### src/rtl/rv32ima_pkg.sv
// Shared types and encodings for the memory arbiter slice: arbiter states,
// load/store width codes and the default wait-state limit.
package rv32ima_pkg;

   typedef logic [31:0] word_t;

   // funct3-style width field; bit 2 (unsigned flag) is irrelevant to lane selection
   localparam int LDST_WIDTH_W = 3;
   localparam logic [1:0] LDST_BYTE = 2'b00;
   localparam logic [1:0] LDST_HALF = 2'b01;
   localparam logic [1:0] LDST_WORD = 2'b10;

   localparam word_t MEM_TIMEOUT_DEFAULT = word_t'(64);

   typedef enum logic [1:0] {
      IDLE  = 2'd0,
      IBUSY = 2'd1,
      DBUSY = 2'd2
   } arb_state_t;

endpackage

### src/rtl/mem_arbiter_if.sv
// Bus-side bundle of the arbiter: strobes, word address, lane data and handshake.
interface mem_arbiter_if;
   import rv32ima_pkg::*;

   logic       ren;
   logic       wen;
   word_t      addr;
   word_t      wdata;
   logic [3:0] byte_en;
   word_t      rdata;
   logic       ready;

endinterface

### src/rtl/ldst_lane_align.sv
// Byte-lane steering: byte enables and replicated write data for stores,
// right-justified zero-extended read data for loads.
module ldst_lane_align
   import rv32ima_pkg::*;
(
   input  logic [1:0] width,
   input  logic [1:0] offset,
   input  word_t      store_data,
   input  word_t      rdata,
   output logic [3:0] byte_en,
   output word_t      wdata,
   output word_t      load_data
);

   word_t rshift;

   always_comb begin
      byte_en   = 4'h0;
      wdata     = store_data;
      load_data = '0;
      rshift    = '0;
      case (width)
         LDST_BYTE: begin
            byte_en   = 4'b0001 << offset;
            wdata     = {4{store_data[7:0]}};
            rshift    = rdata >> {offset, 3'b000};
            load_data = rshift & 32'h0000_00FF;
         end
         LDST_HALF: begin
            // halfwords live in lanes 0-1 or 2-3; offset[0] does not move them
            byte_en   = 4'b0011 << {offset[1], 1'b0};
            wdata     = {2{store_data[15:0]}};
            rshift    = rdata >> {offset[1], 4'b0000};
            load_data = rshift & 32'h0000_FFFF;
         end
         LDST_WORD: begin
            byte_en   = 4'hF;
            load_data = rdata;
         end
         default: ;
      endcase
   end

endmodule

### src/rtl/mem_arbiter.sv
// Fetch/data arbiter onto a single-ported wait-state bus, data has priority.
// Optional wait-state abort is built when MEM_TIMEOUT_EN is defined.
module mem_arbiter
   import rv32ima_pkg::*;
#(
   parameter word_t TIMEOUT_CYCLES = MEM_TIMEOUT_DEFAULT
) (
   input  logic                    clk,
   input  logic                    nrst,
   input  logic                    imem_ren,
   input  logic [31:0]             imem_addr,
   output logic                    ihit,
   output logic [31:0]             imem_load,
   input  logic                    dmem_ren,
   input  logic                    dmem_wen,
   input  logic [31:0]             dmem_addr,
   input  logic [LDST_WIDTH_W-1:0] dmem_width,
   input  logic [31:0]             dmem_store,
   output logic                    dhit,
   output logic [31:0]             dmem_load,
   output logic                    mem_ren,
   output logic                    mem_wen,
   output logic [31:0]             mem_addr,
   output logic [31:0]             mem_wdata,
   output logic [3:0]              mem_byte_en,
   input  logic [31:0]             mem_rdata,
   input  logic                    mem_ready,
   output logic                    bus_err
);

   // state | meaning
   // IDLE  | no bus strobes; arbitrate data over fetch and capture the winner
   // IBUSY | fetch on the bus, held until ready (or abort)
   // DBUSY | load/store on the bus, held until ready (or abort)

   mem_arbiter_if bus ();

   arb_state_t state;
   logic       ren_q, wen_q;
   word_t      addr_q, wdata_q;
   logic [3:0] be_q;
   logic [1:0] width_q, off_q;
   logic       busy, tmo, done;
   logic [1:0] al_width, al_off;
   logic [3:0] al_be;
   word_t      al_wdata, al_load;

   assign busy = (state != IDLE);

   // live request while arbitrating, captured request while the bus returns data
   assign al_width = busy ? width_q : dmem_width[1:0];
   assign al_off   = busy ? off_q   : dmem_addr[1:0];

   ldst_lane_align u_align (
      .width      (al_width),
      .offset     (al_off),
      .store_data (dmem_store),
      .rdata      (bus.rdata),
      .byte_en    (al_be),
      .wdata      (al_wdata),
      .load_data  (al_load)
   );

`ifdef MEM_TIMEOUT_EN
   word_t wait_cnt;

   always_ff @(posedge clk or negedge nrst) begin
      if (!nrst)
         wait_cnt <= '0;
      else if (!busy)
         wait_cnt <= '0;
      else if (!bus.ready)
         wait_cnt <= wait_cnt + 32'd1;
   end

   assign tmo = busy && !bus.ready && (wait_cnt == TIMEOUT_CYCLES - 32'd1);
`else
   logic unused_timeout;
   assign unused_timeout = ^TIMEOUT_CYCLES;
   assign tmo = 1'b0;
`endif

   assign done = bus.ready || tmo;

   always_ff @(posedge clk or negedge nrst) begin
      if (!nrst) begin
         state   <= IDLE;
         ren_q   <= 1'b0;
         wen_q   <= 1'b0;
         addr_q  <= '0;
         wdata_q <= '0;
         be_q    <= 4'h0;
         width_q <= 2'b00;
         off_q   <= 2'b00;
      end else begin
         case (state)
            IDLE: begin
               if (dmem_ren || dmem_wen) begin
                  state   <= DBUSY;
                  wen_q   <= dmem_wen;
                  ren_q   <= !dmem_wen;
                  addr_q  <= {dmem_addr[31:2], 2'b00};
                  wdata_q <= dmem_wen ? al_wdata : '0;
                  be_q    <= al_be;
                  width_q <= dmem_width[1:0];
                  off_q   <= dmem_addr[1:0];
               end else if (imem_ren) begin
                  state   <= IBUSY;
                  ren_q   <= 1'b1;
                  wen_q   <= 1'b0;
                  addr_q  <= {imem_addr[31:2], 2'b00};
                  wdata_q <= '0;
                  be_q    <= 4'hF;
               end
            end
            IBUSY, DBUSY: begin
               if (done) begin
                  state   <= IDLE;
                  ren_q   <= 1'b0;
                  wen_q   <= 1'b0;
                  addr_q  <= '0;
                  wdata_q <= '0;
                  be_q    <= 4'h0;
               end
            end
            default: state <= IDLE;
         endcase
      end
   end

   assign bus.ren     = ren_q;
   assign bus.wen     = wen_q;
   assign bus.addr    = addr_q;
   assign bus.wdata   = wdata_q;
   assign bus.byte_en = be_q;
   assign bus.rdata   = mem_rdata;
   assign bus.ready   = mem_ready;

   assign mem_ren     = bus.ren;
   assign mem_wen     = bus.wen;
   assign mem_addr    = bus.addr;
   assign mem_wdata   = bus.wdata;
   assign mem_byte_en = bus.byte_en;

   assign ihit      = (state == IBUSY) && done;
   assign dhit      = (state == DBUSY) && done;
   assign bus_err   = tmo;
   assign imem_load = ((state == IBUSY) && bus.ready) ? bus.rdata : '0;
   assign dmem_load = ((state == DBUSY) && bus.ready && !wen_q) ? al_load : '0;

   logic unused_bits;
   assign unused_bits = ^{imem_addr[1:0], dmem_width[LDST_WIDTH_W-1:2]};

endmodule

### config.mk
export PLATFORM = sky130hd
export DESIGN_NAME = mem_arbiter
export DESIGN_NICKNAME = d
export VERILOG_FILES = /design/src/rtl/rv32ima_pkg.sv /design/src/rtl/mem_arbiter_if.sv /design/src/rtl/ldst_lane_align.sv /design/src/rtl/mem_arbiter.sv
export SDC_FILE = /design/constraint.sdc
export NUM_CORES = 1
export LEC_CHECK = 0
export BUFFER_PORTS_ARGS = -buffer_cell sky130_fd_sc_hd__buf_2
export CAP_MARGIN = 20
export CORE_ASPECT_RATIO = 0.6
export CORE_UTILIZATION = 25
export CTS_CLUSTER_DIAMETER = 120
export DETAILED_ROUTE_END_ITERATION = 10
export GPL_TIMING_DRIVEN = 0
export PLACE_DENSITY_LB_ADDON = 0.3
export SLEW_MARGIN = 20
export SYNTH_ARGS = -nofsm -noshare
export SYNTH_HDL_FRONTEND = slang
export SYNTH_SLANG_ARGS = --single-unit
### constraint.sdc
create_clock -name clk -period 6.6 [get_ports clk]
set_input_delay 0.66 -clock clk [delete_from_list [all_inputs] [get_ports clk]]
set_output_delay 0.66 -clock clk [all_outputs]
set_load 0.01 [all_outputs]
==> flow_metrics.env, run 1 <==
export IMPL_period_share=0.530
export IMPL_core_area_mm2=0.0174
export IMPL_p_leak_uw=0.00353
export IMPL_hpwl_um=13500
export IMPL_gr_usage_all_layers=0.179
export IMPL_synth_flop_cell="dfrtp_1"
export IMPL_yosysMostFrequentCell="nand2_1"
export IMPL_clock_insertion_delay_worst_skew_ns=0.33
export IMPL_rows=37
export IMPL_post_place_ws_ns=3.45
export IMPL_yosysUniqueCellTypes=45
export IMPL_place_congestion=0.879
export IMPL_setup_ws_ns=3.10
export IMPL_numClockSinks=74
export IMPL_crit_arrival_ns=2.84
export IMPL_synthCells=496
export IMPL_route_detailed_drc=0
export IMPL_async_flop_share=1.00
export IMPL_dp_cells=1000
export IMPL_cts_resized=0
export IMPL_p_per_area_mw_per_mm2=434
export IMPL_final_cells=1015
export IMPL_antenna_found_initial=1
export IMPL_synth_top_cells_by_count="nand2_1, dfrtp_1, o21ai_0"
export IMPL_cp_end_kind="output pin"
export IMPL_synth_top_area_share=0.409
export IMPL_portBuffers=267
export IMPL_fin_nets=917
export IMPL_first_pass_iters=4
export IMPL_cts_setup_buffers=0
export IMPL_overflow=0
export IMPL_n_fill_cell=1821
export IMPL_final_antenna_net_count=0
export IMPL_grt_first_pass_wirelength_um=25700
export IMPL_period_needed_ns=3.50
export IMPL_fp_dieW_um=176
export IMPL_wl_per_cell_um=16.6
export IMPL_die_area_mm2=0.0187
export IMPL_synth_area_leader_cell="dfrtp_1"
export IMPL_syn_area_mm2=0.00453
export IMPL_cts_max_level=3
export IMPL_synth_seq_area_share=0.409
export IMPL_max_freq_mhz=286
export IMPL_crit_fanout=10
export IMPL_root_buffer="clkbuf_16"
export IMPL_outcome="finished, final reports clean"
export IMPL_synthToLayoutAreaGrowth_pct=43.6
export IMPL_start_kind="register"
export IMPL_drv_cap=0
export IMPL_cts_buffers_inserted=9
export IMPL_drive_gt1_frac=0.405
export IMPL_ys_seq_elements=74
export IMPL_dr_first_iter_drc_count=283
export IMPL_cts_tree="yes"
export IMPL_vias=4896
export IMPL_path_clk_slew_ns=0.06
export IMPL_ir_drop_v=0.000148
export IMPL_yosysWarnings=0
export IMPL_start_util=0.260
export IMPL_via_per_inst=4.82
export IMPL_diodes=0
export IMPL_die_h_um=106
export IMPL_grt_pass1_vias=4484
export IMPL_rsz0062_at_grt="false"
export IMPL_tightest_slew_ns=0.802
export IMPL_r2r_setup_slack_ns=4.30
export IMPL_synth_edf_count=0
export IMPL_final_setup_viol_count=0
export IMPL_crit_required_ns=5.94
export IMPL_hold_viol_final=0
export IMPL_tns_ns=0
export IMPL_slew_headroom=0.460
export IMPL_drv_slew=0
export IMPL_finClkSkew_ns=0.00629
export IMPL_ios=274
export IMPL_holdCritPathClass="primary input to async pin"
export IMPL_ctsHoldBuffers=0
export IMPL_syn_avg_cell_area_um2=9.13
export IMPL_grt_max_degree=49
export IMPL_synthTopCellsByArea="dfrtp_1, mux2i_1, and3_1, o21ai_0, nand2_1"
export IMPL_cts_max_path_buffers=2
export IMPL_worst_setup_path_type="register to output pin"
export IMPL_wl_um=16900
[area by class of cell]
type,count,area [um2],share of cell area
multi-input combinational,377,2470,0.380
clock buffer,10,229,0.0352
timing repair buffer,268,1370,0.210
clock inverter,5,80.1,0.0123
sequential,74,1850,0.285
tap,234,293,0.0450
inverter,3,11.3,0.00173
buffer,44,201,0.0310
[registers in the layout (all words and copies together), names as in the netlist]
register	cells
mem_ren	1
state	2
off_q	2
mem_wdata	32
mem_byte_en	4
mem_wen	1
mem_addr	30
width_q	2
[where the power goes]
part	internal, uW	total (uW)	switching (uW)
clock	329	522	193
combinational	578	1590	1010
sequential	625	711	86.6
total	1530	2820	1290
[stage by stage]
step / util / power [uW] / hold WS, ns / instance area, um2
final: 0.374 / 2820 / 0.251 / 6500
after global placement: 0.354 / 2310 / 0.457 / 6160
after floorplan: - / 1700 / 0.364 / 4530
after global routing: 0.374 / 3050 / 0.272 / 6500
after detailed placement: 0.356 / 2320 / 0.465 / 6190
after CTS: 0.374 / 2860 / 0.252 / 6500
[cell usage in the layout, fill, tap and decap left out, types with 3 or more instances in the layout]
cell type,count
a2111o_1,4
a2111oi_0,4
a21oi_1,23
a22o_1,18
a311o_1,4
a31oi_1,9
and2_1,3
and3_1,52
buf_1,4
buf_2,274
buf_4,4
clkbuf_1,28
clkbuf_16,9
conb_1,3
dfrtp_1,74
ha_1,3
inv_1,3
mux2_2,7
mux2i_1,51
nand2_1,77
nand2b_1,13
nor2_1,3
nor3_1,5
o21ai_0,62
o22ai_1,3
o41ai_1,4
or4b_2,4
[kinds of logic after synthesis]
group	count (synthesis)	synth area share
adder cells (fa/ha/maj)	3	0.00829
AND/OR/NAND/NOR	170	0.196
buffers and inverters	47	0.0470
flip-flops	74	0.409
AO/OA/AOI/OAI	141	0.199
other	1	0.000828
multiplexers	60	0.140
[worst paths after layout]
| kind | to | startpoint | cells past startpoint |
|---|---|---|---|
| worst max register to register | mem_wdata[21] | state[0] | 8 |
| worst min register to register | mem_addr[30] | mem_addr[30] | 2 |
| worst min-delay path | mem_wdata[13] | nrst | 1 |
| min in group clk | mem_addr[30] | mem_addr[30] | 2 |
| max in group asynchronous | mem_addr[28] | nrst | 2 |
| worst max-delay path | dmem_load[13] | state[0] | 9 |
[worst max-delay path, cell delays in order (launching register included)]
cell and delay [ns]:
dfrtp_1 0.40, inv_1 0.09, ha_1 0.22, mux2_2 0.45, nor2_1 0.17, clkbuf_1 0.36, clkbuf_1 0.37, o21ai_0 0.15
a21oi_1 0.14, buf_2 0.16
[layer usage]
metal  share of wire  vias to the layer above  wire length (um)  track usage
met5         0.00077                        -                13            0
met4          0.0067                        2               114       0.0304
met3           0.061                       11              1030       0.0408
met2            0.41                      181              6980        0.258
met1            0.52                     2331              8760        0.271
li1                -                     2371                 -            -
(Power assumes the default switching activity.)
==> run 2: changes to the inputs <==
==> constraint.sdc (replaced) <==
create_clock -name clk -period 2.8 [get_ports clk]
set_input_delay 0.28 -clock clk [delete_from_list [all_inputs] [get_ports clk]]
set_output_delay 0.28 -clock clk [all_outputs]
set_load 0.01 [all_outputs]
==> run 2 against run 1 <==
Effect of this change:
- sequential share of layout area fell by 0.76 points
- critical path depth unchanged
- sequential cell count did not move
- routed wire length up 0.18%
- total power increased by 150%
==> flow_metrics.env, run 2 (synthesized netlist as in run 1, its figures left out) <==
export IMPL_gr_usage_all_layers=0.180
export IMPL_hold_slack_ns=0.222
export IMPL_overflow=0
export IMPL_start_util=0.260
export IMPL_fin_area_mm2=0.00668
export IMPL_finClkSkew_ns=0.00544
export IMPL_p_per_area_mw_per_mm2=1040
export IMPL_place_congestion=0.879
export IMPL_ir_drop_v=0.000385
export IMPL_mostFrequentLayoutCell="buf_2"
export IMPL_max_freq_mhz=371
export IMPL_synthToLayoutAreaGrowth_pct=47.6
export IMPL_cts_buffers_inserted=9
export IMPL_holdCritPathClass="primary input to register"
export IMPL_tns_ns=0
export IMPL_worst_setup_path_type="register to output pin"
export IMPL_final_cell_mix="buf_2, nand2_1, dfrtp_1"
export IMPL_drv_cap=0
export IMPL_clock_insertion_delay_worst_skew_ns=0.32
export IMPL_r2r_end="mem_wdata[21]"
export IMPL_dr_first_iter_drc_count=286
export IMPL_route_detailed_drc=0
export IMPL_rows=37
export IMPL_crit_fanout=10
export IMPL_holdCritStartpoint="dmem_addr[18]"
export IMPL_cts_max_path_buffers=2
export IMPL_cp_end_kind="output pin"
export IMPL_fin_nets=924
export IMPL_tightest_slew_ns=0.798
export IMPL_core_area_mm2=0.0174
export IMPL_cts_max_level=3
export IMPL_wl_per_cell_um=16.6
export IMPL_vias=4867
export IMPL_placed_area_mm2=0.00619
export IMPL_outcome="finished, final reports clean"
export IMPL_period_share=0.962
export IMPL_slew_headroom=0.462
export IMPL_root_buffer="clkbuf_16"
export IMPL_numClockSinks=74
export IMPL_die_h_um=106
export IMPL_hold_viol_final=0
export IMPL_critical_path_buf_inv_count=4
export IMPL_largest_register_ffs=32
export IMPL_wl_um=16900
export IMPL_regToRegStartpoint="state[1]"
export IMPL_rsz0062_at_grt="false"
export IMPL_final_setup_viol_count=0
export IMPL_first_pass_iters=4
export IMPL_portBuffers=267
export IMPL_period_needed_ns=2.69
export IMPL_min_to="mem_addr[18]"
export IMPL_die_area_mm2=0.0187
export IMPL_diodes=0
export IMPL_grt_first_pass_wirelength_um=25900
export IMPL_whs_path_depth=3
export IMPL_crit_required_ns=2.52
export IMPL_max_stage_delay_ns=0.40
export IMPL_path_clk_slew_ns=0.06
export IMPL_drive_gt1_frac=0.426
export IMPL_hpwl_um=13500
export IMPL_final_antenna_net_count=0
export IMPL_p_leak_uw=0.00362
export IMPL_via_per_inst=4.76
export IMPL_grt_max_degree=49
export IMPL_ios=274
export IMPL_path_delay_family="buffers and inverters"
export IMPL_cts_tree="yes"
export IMPL_r2r_setup_slack_ns=0.66
export IMPL_grt_pass1_vias=4541
export IMPL_rr_worst_depth=8
export IMPL_fp_dieW_um=176
export IMPL_antenna_found_initial=1
export IMPL_crit_arrival_ns=2.41
export IMPL_crit_path_cell_trace="inv_2 > ha_4 > buf_12 > mux2i_4 > buf_6 > mux2i_1 > a2111o_1 > a31oi_1 > buf_2"
export IMPL_cpMaxStageDelayCell="a2111o_1"
export IMPL_drv_slew=0
export IMPL_start_kind="register"
## run 2: area by class of cell
cell class / count / area [um2]
buffer: 42 / 235
clock buffer: 10 / 229
clock inverter: 5 / 80.1
fill: 1813 / 10700
inverter: 3 / 11.3
multi-input combinational: 377 / 2530
sequential: 74 / 1850
tap: 234 / 293
timing repair buffer: 277 / 1450
## run 2: metal layers
layer / GRT usage / up-vias / wire length, um
met4: 0.0304 / 2 / 115
li1: - / 2386 / -
met3: 0.0440 / 11 / 1250
met2: 0.261 / 188 / 6990
met1: 0.271 / 2280 / 8550
met5: 0 / - / 13
## run 2: how the worst max path moves through the flow
stage                   from            end  slack (ns)  cells after the start
finish              state[1]   dmem_load[7]        0.11                      9
global route        state[0]   dmem_load[7]        0.02                      9
floorplan           state[0]   dmem_load[5]        0.51                      8
detailed placement  state[0]   dmem_load[7]        0.06                      9
CTS                 state[0]  dmem_load[13]       0.009                      9
global placement    state[0]   dmem_load[6]        0.06                      9
## run 2: per-stage QoR
step / cells / utilization / power, uW / setup slack [ns]
floorplan: 498 / - / 4020 / 0.510
global placement: 999 / 0.354 / 5440 / 0.0627
detailed placement: 1000 / 0.356 / 5460 / 0.0605
CTS: 1022 / 0.381 / 6950 / 0.00902
global route: 1022 / 0.384 / 7520 / 0.0175
finish: 1022 / 0.384 / 6960 / 0.106
## run 2: where the power goes
| group | switching (uW) | total (uW) | internal (uW) |
|---|---|---|---|
| clock network | 458 | 1230 | 775 |
| logic | 2430 | 4020 | 1590 |
| registers | 233 | 1710 | 1470 |
## run 2: worst reg2reg max path: stages, from the launching register on
cell and delay, ns:
dfrtp_1 0.36, inv_2 0.06, ha_4 0.17, buf_12 0.15, buf_6 0.14, o221ai_2 0.34
clkbuf_1 0.58, nand2_1 0.13, o21ai_0 0.11
## run 2: timing repair
| action | 4_1_cts | 5_1_grt |
|---|---|---|
| endpoints found under the hold margin | 26 | 0 |
| hold buffers | 1 | 0 |
| endpoints found under the setup margin | 32 | 32 |
| pin swaps | 1 | 0 |
| setup buffers | 6 | 2 |
| gates resized for setup | 19 | 15 |
==> run 3: changes to the inputs <==
--- a/config.mk
+++ b/config.mk
@@ -8,10 +8,9 @@
 export BUFFER_PORTS_ARGS = -buffer_cell sky130_fd_sc_hd__buf_2
 export CAP_MARGIN = 20
 export CORE_ASPECT_RATIO = 0.6
-export CORE_UTILIZATION = 25
+export CORE_UTILIZATION = 30
 export CTS_CLUSTER_DIAMETER = 120
 export DETAILED_ROUTE_END_ITERATION = 10
-export GPL_TIMING_DRIVEN = 0
 export PLACE_DENSITY_LB_ADDON = 0.3
 export SLEW_MARGIN = 20
 export SYNTH_ARGS = -nofsm -noshare
==> run 3 against run 2 <==
Effect of this change:
- clock power increased by 7%
- core utilization increased by 6.7 points
- cell area decreased by 1.5%
- routed wire length decreased by 12%
- non-clock buffer count decreased by 23
==> flow_metrics.env, run 3 (synthesized netlist as in run 1, its figures left out) <==
export IMPL_r2r_setup_slack_ns=0.63
export IMPL_finClkSkew_ns=0.00679
export IMPL_grt_first_pass_wirelength_um=23300
export IMPL_p_leak_uw=0.00361
export IMPL_synthToLayoutAreaGrowth_pct=45.4
export IMPL_wl_per_cell_um=15.5
export IMPL_worst_setup_path_type="register to output pin"
export IMPL_root_buffer="clkbuf_16"
export IMPL_crit_path_cell_trace="inv_2 > ha_4 > buf_12 > mux2i_4 > buf_6 > mux2i_1 > a2111o_1 > a31oi_1 > buf_2"
export IMPL_final_antenna_net_count=0
export IMPL_cts_buffers_inserted=9
export IMPL_period_needed_ns=2.72
export IMPL_vias=4735
export IMPL_hpwl_um=11400
export IMPL_clock_insertion_delay_worst_skew_ns=0.33
export IMPL_switching_power_uw=2940
export IMPL_numClockSinks=74
export IMPL_regToRegStartpoint="state[1]"
export IMPL_overflow=0
export IMPL_hold_viol_final=0
export IMPL_grt_max_degree=75
export IMPL_mostFrequentLayoutCell="buf_2"
export IMPL_cts_max_level=3
export IMPL_start_util=0.310
export IMPL_ir_drop_v=0.000424
export IMPL_dr_first_iter_drc_count=298
export IMPL_portBuffers=267
export IMPL_wl_met3_um=905
export IMPL_cpMaxStageDelayCell="a2111o_1"
export IMPL_path_clk_slew_ns=0.06
export IMPL_holdCritPathClass="primary input to async pin"
export IMPL_power_frac_seq=0.248
export IMPL_dr_wl_met2_um=6320
export IMPL_p_int_uw=4020
export IMPL_power_uw=6960
export IMPL_antenna_found_initial=1
export IMPL_cts_max_path_buffers=2
export IMPL_final_cell_mix="buf_2, nand2_1, dfrtp_1"
export IMPL_die_area_mm2=0.0156
export IMPL_drt_met1_wl_um=7610
export IMPL_gr_usage_all_layers=0.186
export IMPL_diodes=0
export IMPL_hold_slack_ns=0.0954
export IMPL_rr_worst_depth=8
export IMPL_max_stage_delay_ns=0.43
export IMPL_largest_register_ffs=32
export IMPL_p_clk_frac=0.189
export IMPL_fp_dieW_um=161
export IMPL_crit_fanout=11
export IMPL_slew_headroom=0.377
export IMPL_via_per_inst=4.91
export IMPL_r2r_end="mem_wdata[25]"
export IMPL_setup_ws_ns=0.0776
export IMPL_drive_gt1_frac=0.441
export IMPL_crit_required_ns=2.52
export IMPL_max_freq_mhz=367
export IMPL_cp_end_kind="output pin"
export IMPL_ios=274
export IMPL_die_h_um=97.2
export IMPL_first_pass_iters=5
export IMPL_fin_area_mm2=0.00658
export IMPL_n_fill_cell=1488
export IMPL_rows=34
export IMPL_core_area_mm2=0.0146
export IMPL_comb_power_share=0.563
export IMPL_wl_um=14900
export IMPL_period_share=0.972
export IMPL_placed_area_mm2=0.00613
export IMPL_final_setup_viol_count=0
export IMPL_grt_pass1_vias=4314
export IMPL_post_place_ws_ns=0.149
export IMPL_start_kind="register"
export IMPL_route_detailed_drc=0
export IMPL_fin_nets=901
export IMPL_p_per_area_mw_per_mm2=1060
export IMPL_top_layer="met5"
export IMPL_place_congestion=0.822
export IMPL_cts_tree="yes"
export IMPL_crit_arrival_ns=2.44
export IMPL_drv_slew=0
export IMPL_swShare=0.423
export IMPL_tightest_slew_ns=0.935
export IMPL_drv_cap=0
export IMPL_outcome="finished, final reports clean"
==> run 3: cell count changes in the layout (fill, tap and decap cells not counted), sizes merged <==
cell / previous run / this run
dlygate4sd3: 1 / 0
clkinvlp: 2 / 0
clkinv: 1 / 2
bufinv: 2 / 3
buf: 294 / 295
inv: 3 / 4
clkbuf: 34 / 11
==> run 3: layout make-up <==
| class | instances | area (um2) | share of cell area |
|---|---|---|---|
| Multi-Input combinational cell | 377 | 2520 | 0.383 |
| Sequential cell | 74 | 1850 | 0.281 |
| Timing Repair Buffer | 296 | 1610 | 0.245 |
| Tap cell | 198 | 248 | 0.0376 |
| Clock buffer | 10 | 229 | 0.0348 |
| Clock inverter | 6 | 113 | 0.0171 |
| Inverter | 3 | 11.3 | 0.00171 |
==> run 3: worst max-delay path: cells and delay by family (launching register included) <==
family                   cells  cell delay, ns
flip-flops                   1            0.39
adder cells (fa/ha/maj)      1            0.21
multiplexers                 2            0.33
buffers and inverters        4            0.56
AO/OA/AOI/OAI                2            0.63
==> run 3: metal layers <==
| layer | GRT usage | up-vias |
|---|---|---|
| met4 | 0.0308 | 2 |
| li1 | - | 2352 |
| met5 | 0 | - |
| met2 | 0.272 | 166 |
| met1 | 0.276 | 2208 |
| met3 | 0.0465 | 7 |
==> run 3: repair_timing <==
| action | in CTS | in global routing |
|---|---|---|
| gates resized for setup | 8 | 5 |
| pin swaps | 0 | 2 |
| setup buffers | 0 | 5 |
| gates cloned | 0 | 2 |
| hold endpoints to repair | 0 | 0 |
| hold buffers | 0 | 0 |
| endpoints found under the setup margin | 8 | 15 |
==> run 3: how the worst max path moves through the flow <==
stage / cells after the start / startpoint / to
final: 9 / state[1] / dmem_load[6]
after global routing: 8 / state[1] / dmem_load[6]
after CTS: 9 / state[0] / dmem_load[6]
after detailed placement: 8 / state[0] / dmem_load[4]
after global placement: 8 / state[0] / dmem_load[0]
after floorplan: 8 / state[0] / dmem_load[5]
==> run 3: per-stage QoR <==
step / utilization / instances / TNS [ns]
3_5_place_dp: 0.420 / 941 / 0
6_report: 0.451 / 964 / 0
4_1_cts: 0.445 / 957 / 0
5_1_grt: 0.451 / 964 / -0.0276
3_3_place_gp: 0.420 / 941 / 0
2_1_floorplan: - / 498 / 0
==> run 3: power groups by stage <==
stage               logic [uW]  registers (uW)  clock network, uW
CTS                       3790            1720               1360
global route              4320            1780               1400
global placement          3690            1720                  0
detailed placement        3720            1730                  0
floorplan                 2180            1840                  0
finish                    3920            1720               1320
